`config.mk`:
```
export PLATFORM = sky130hd
export DESIGN_NAME = fifo
export DESIGN_NICKNAME = d
export VERILOG_FILES = /design/src/rtl/fifo_pkg.sv /design/src/rtl/fifo_mem.sv /design/src/rtl/fifo.sv
export SDC_FILE = /design/constraint.sdc
export NUM_CORES = 1
export LEC_CHECK = 0
export CAP_MARGIN = 20
export CORE_MARGIN = 2
export CORE_UTILIZATION = 39
export CTS_BUF_LIST = sky130_fd_sc_hd__clkbuf_4 sky130_fd_sc_hd__clkbuf_8
export DETAILED_ROUTE_END_ITERATION = 10
export SLEW_MARGIN = 30
export SYNTH_ARGS = -nofsm -noshare
export SYNTH_HDL_FRONTEND = slang
export SYNTH_HIERARCHICAL = 1
export SYNTH_SLANG_ARGS = --single-unit
```
`constraint.sdc`:
```
create_clock -name clk -period 3.2 [get_ports clk]
set_clock_uncertainty 0.15 [all_clocks]
set_input_delay 0.64 -clock clk [delete_from_list [all_inputs] [get_ports clk]]
set_output_delay 0.64 -clock clk [all_outputs]
set_load 0.01 [all_outputs]
```
`src/rtl/fifo_pkg.sv`:
```
// Shared defaults and helpers for the single-clock FIFO.
package fifo_pkg;

  localparam int DATA_WIDTH_DEF = 8;
  localparam int DEPTH_DEF      = 8;

  function automatic int addr_w(input int depth);
    return $clog2(depth);
  endfunction

endpackage

```
`src/rtl/fifo_mem.sv`:
```
// Register-array storage: one synchronous write port, one combinational read address.
module fifo_mem
  import fifo_pkg::*;
#(
  parameter int DATA_WIDTH = DATA_WIDTH_DEF,
  parameter int DEPTH      = DEPTH_DEF,
  parameter int ADDR_W     = addr_w(DEPTH)
) (
  input  logic                  clk,
  input  logic                  we,
  input  logic [ADDR_W-1:0]     w_addr,
  input  logic [DATA_WIDTH-1:0] w_data,
  input  logic [ADDR_W-1:0]     r_addr,
  output logic [DATA_WIDTH-1:0] r_word
);

  logic [DATA_WIDTH-1:0] mem [DEPTH];

  // Contents are never reset; stale entries are unreachable once pointers reset.
  always_ff @(posedge clk) begin
    if (we) begin
      mem[w_addr] <= w_data;
    end
  end

  assign r_word = mem[r_addr];

endmodule

```
`src/rtl/fifo.sv`:
```
// Single-clock synchronous FIFO with registered read port and counter-derived flags.
module fifo
  import fifo_pkg::*;
#(
  parameter int DATA_WIDTH = DATA_WIDTH_DEF,
  parameter int DEPTH      = DEPTH_DEF
) (
  input  logic                  clk,
  input  logic                  reset,
  input  logic                  write_enable,
  input  logic                  read_enable,
  input  logic [DATA_WIDTH-1:0] w_data,
  output logic [DATA_WIDTH-1:0] r_data,
  output logic                  full_flag,
  output logic                  empty_flag
);

  localparam int ADDR_W = addr_w(DEPTH);
  localparam logic [ADDR_W:0] FULL_CNT = (ADDR_W+1)'(DEPTH);

  logic [ADDR_W-1:0]     wr_ptr;
  logic [ADDR_W-1:0]     rd_ptr;
  logic [ADDR_W:0]       count;
  logic [DATA_WIDTH-1:0] rd_word;
  logic                  wr_acc;
  logic                  rd_acc;

  // Acceptance uses the registered flags, so a simultaneous read+write on
  // empty never bypasses and one on full never overwrites.
  assign wr_acc = write_enable & ~full_flag;
  assign rd_acc = read_enable & ~empty_flag;

  assign full_flag  = (count == FULL_CNT);
  assign empty_flag = (count == '0);

  fifo_mem #(
    .DATA_WIDTH(DATA_WIDTH),
    .DEPTH     (DEPTH),
    .ADDR_W    (ADDR_W)
  ) u_mem (
    .clk   (clk),
    .we    (wr_acc),
    .w_addr(wr_ptr),
    .w_data(w_data),
    .r_addr(rd_ptr),
    .r_word(rd_word)
  );

  always_ff @(posedge clk) begin
    if (reset) begin
      wr_ptr <= '0;
      rd_ptr <= '0;
      count  <= '0;
      r_data <= '0;
    end else begin
      if (wr_acc) begin
        wr_ptr <= wr_ptr + 1'b1;
      end
      if (rd_acc) begin
        rd_ptr <= rd_ptr + 1'b1;
        r_data <= rd_word;
      end
      case ({wr_acc, rd_acc})
        2'b10:   count <= count + 1'b1;
        2'b01:   count <= count - 1'b1;
        default: count <= count;
      endcase
    end
  end

endmodule

```
==> reports/qor.json <==
{
  "yosysWarnings": {"value": 6},
  "timing.critical_path.from_type": {"value": "register"},
  "timing.final.crit_period": {"value": 2722, "unit": "ps"},
  "finalNetCount": {"value": 251},
  "portBuffers": {"value": 21},
  "final_layout_size_suffix_gt1_frac": {"value": 0.1681},
  "post_synth_inst_count": {"value": 200},
  "worstSetupPathType": {"value": "register to register"},
  "critical_path_arrival": {"value": 2860, "unit": "ps"},
  "synth_seq_area_share": {"value": 0.6826},
  "place_hpwl": {"value": 3.734, "unit": "mm"},
  "design.core.area": {"value": 8258, "unit": "sq um"},
  "number_of_rows_created_at_floorplan": {"value": 33},
  "avg_vias_per_cell": {"value": 5.178},
  "boundaryPins": {"value": 22},
  "end_kind": {"value": "register"},
  "cts_setup_buffers": {"value": 0},
  "detailedRoute.firstPassIterationCount": {"value": 4},
  "slew_at_the_pin_with_the_worst_max_slew_slack": {"value": 759.6, "unit": "ps"},
  "route.final.wire_length": {"value": 5.955, "unit": "mm"},
  "timing.setup.tns": {"value": 0, "unit": "ps"},
  "worst_slew_margin_rel": {"value": 0.4929},
  "final.period_utilization": {"value": 0.8507},
  "mappedNetlistNets": {"value": 218},
  "final.hold.worst_slack": {"value": 308.9, "unit": "ps"},
  "die_area": {"value": 9329, "unit": "sq um"},
  "power_per_cell_area": {"value": 679.9, "unit": "nW/um^2"},
  "largest_net_degree_at_the_start_of_global_routing": {"value": 19},
  "area_growth": {"value": 16.09, "unit": "%"},
  "clock_tree.root_cell": {"value": "sky130_fd_sc_hd__clkbuf_8"},
  "antenna_found_initial": {"value": 0},
  "finalHoldViolations": {"value": 0},
  "drcViolationCount": {"value": 0},
  "slew_viol_final": {"value": 0},
  "via_count": {"value": 1776},
  "antenna_violating_nets_post_route": {"value": 0},
  "setup_repair_after_global_routing_missed_its_margin": {"value": "no"},
  "track_usage": {"value": 0.1424},
  "syn-mean-instance-area": {"value": 16.72, "unit": "sq um"},
  "synth.ff_latch_count": {"value": 82},
  "die_h": {"value": 96.59, "unit": "um"},
  "postCtsResizedCells": {"value": 0},
  "grt_pass1_vias": {"value": 1687},
  "clk_pin_slew_worst_setup_hold_paths": {"value": 100, "unit": "ps"},
  "placed_cell_area": {"value": 3686, "unit": "sq um"},
  "yosys.cell_types.count": {"value": 28},
  "fin_area": {"value": 3881, "unit": "sq um"},
  "finalWeightedCongestion": {"value": 0.6957},
  "drt-initial-drc-count": {"value": 73},
  "cap_violations": {"value": 0},
  "setup_viol_count_final": {"value": 0},
  "finalCoreUtilization": {"value": 0.4700},
  "antenna_diode_count": {"value": 0},
  "min_path_type": {"value": "register to register"},
  "hold_bufs_at_cts": {"value": 0},
  "globalRouteOverflowTotal": {"value": 0},
  "clk-insertion-delay-late": {"value": 360, "unit": "ps"},
  "first_pass_grt_wire_length": {"value": 9.342, "unit": "mm"},
  "clock_tree_from_tritoncts": {"value": "built"},
  "achievable-frequency": {"value": 367.4, "unit": "MHz"},
  "post_synth_instance_area": {"value": 3343, "unit": "sq um"},
  "vdd_drop_max": {"value": 0.2327, "unit": "mV"},
  "wl_per_cell": {"value": 17.36, "unit": "um"},
  "clock_sink_count": {"value": 82},
  "critical_path_required": {"value": 3330, "unit": "ps"},
  "timing.critical_path.fanout_max": {"value": 12},
  "htreeDepth": {"value": 3},
  "horizontal_die_dimension": {"value": 96.59, "unit": "um"},
  "initial_cell_density_of_the_core": {"value": 0.4048},
  "status": {"value": "finished, final reports clean"},
  "power.static_leakage": {"value": 1.307, "unit": "nW"},
  "cts-buffers-inserted": {"value": 9},
  "clockBufferDepth": {"value": 2}
}
-- worst paths after layout --
check	start	to	slack, ps	cells past startpoint
setup / recovery	count[0]	count[3]	480	9
hold / removal	r_data[0]	r_data[0]	310	2
setup reg to reg	count[0]	count[3]	480	9
hold reg to reg	r_data[0]	r_data[0]	310	2
-- per-stage QoR --
step / instances / power (mW) / setup WS, ps
floorplan: 200 / 1.755 / 442.2
global placement: 327 / 1.933 / 283.9
detailed placement: 327 / 1.943 / 219.9
CTS: 343 / 2.668 / 463.8
global route: 343 / 2.778 / 370.7
finish: 343 / 2.639 / 477.8
-- synthesized netlist by cell type --
master	count	area share
sky130_fd_sc_hd__nand2b_1	4	0.0075
sky130_fd_sc_hd__nor4_2	1	0.0037
sky130_fd_sc_hd__inv_4	1	0.0019
sky130_fd_sc_hd__mux4_2	1	0.0067
sky130_fd_sc_hd__nand2_2	2	0.0037
sky130_fd_sc_hd__o31ai_1	1	0.0022
sky130_fd_sc_hd__buf_6	3	0.010
sky130_fd_sc_hd__or4b_4	1	0.0041
sky130_fd_sc_hd__fa_1	1	0.0060
sky130_fd_sc_hd__edfxtp_1	64	0.57
sky130_fd_sc_hd__buf_1	2	0.0022
sky130_fd_sc_hd__inv_1	5	0.0056
sky130_fd_sc_hd__nor3_1	2	0.0030
sky130_fd_sc_hd__and3_1	1	0.0019
sky130_fd_sc_hd__mux4_1	15	0.12
sky130_fd_sc_hd__buf_12	1	0.0060
sky130_fd_sc_hd__clkbuf_1	2	0.0022
sky130_fd_sc_hd__nand3_1	3	0.0045
sky130_fd_sc_hd__xor2_1	5	0.013
sky130_fd_sc_hd__xnor2_1	1	0.0026
sky130_fd_sc_hd__buf_2	1	0.0015
sky130_fd_sc_hd__dfxtp_1	18	0.11
sky130_fd_sc_hd__ha_1	5	0.019
sky130_fd_sc_hd__mux2_2	8	0.027
sky130_fd_sc_hd__nor2_1	15	0.017
sky130_fd_sc_hd__nand2_1	21	0.024
sky130_fd_sc_hd__or4_1	1	0.0022
sky130_fd_sc_hd__a21oi_1	15	0.022
-- routing by layer --
| metal | wire length [um] | GRT usage |
|---|---|---|
| met5 | 0 | 0 |
| met4 | 97 | 0.05634 |
| met3 | 200 | 0.03258 |
| met2 | 2834 | 0.2245 |
| met1 | 2823 | 0.1923 |
-- where the power goes --
group	internal, mW	switching (mW)
logic	0.308	0.284
registers	1.25	0.0736
clock network	0.304	0.422
total	1.86	0.780
-- cell families (layout without fill, tap and decap cells) --
| family | Yosys count | count (layout) | share of synthesized area |
|---|---|---|---|
| flip-flops | 82 | 82 | 0.6826 |
| AND/OR/NAND/NOR | 51 | 51 | 0.07111 |
| multiplexers | 24 | 24 | 0.1516 |
| AO/OA/AOI/OAI | 16 | 16 | 0.02470 |
| buffers and inverters | 15 | 53 | 0.02957 |
| adder cells (fa/ha/maj) | 6 | 6 | 0.02470 |
| XOR/XNOR | 6 | 6 | 0.01572 |
-- layout make-up --
type / count / area, sq um
fill: 719 / 4377
sequential: 82 / 2282
multi-input combinational: 103 / 962.2
timing repair buffer: 31 / 285.3
tap: 105 / 131.4
clock buffer: 9 / 123.9
clock inverter: 7 / 71.32
inverter: 6 / 25.02
-- sequential cells by signal (all words and copies together) (netlist names) --
name,count
count,4
r_data,8
rd_ptr,3
u_mem/mem,64
wr_ptr,3
-- critical path: stages (launching register included) --
cell,delay [ps]
sky130_fd_sc_hd__dfxtp_1,380
sky130_fd_sc_hd__nor4_2,340
sky130_fd_sc_hd__nand2b_1,220
sky130_fd_sc_hd__inv_4,90
sky130_fd_sc_hd__ha_1,220
sky130_fd_sc_hd__ha_1,330
sky130_fd_sc_hd__a21oi_1,190
sky130_fd_sc_hd__a21oi_1,100
sky130_fd_sc_hd__or4_1,470
sky130_fd_sc_hd__a21oi_1,150
-- cells in the final DEF, fill, tap and decap left out, drive strengths merged, types with 2 or more instances in the layout --
cell type / n
clkdlybuf4s50: 21
a21oi: 15
edfxtp: 64
nor2: 15
nand3: 3
inv: 10
nor3: 2
buf: 10
mux4: 16
mux2: 8
clkinvlp: 2
dfxtp: 18
clkbuf: 9
nand2b: 4
nand2: 23
ha: 5
xor2: 5
No activity file was read; power rests on OpenSTA's default activity.
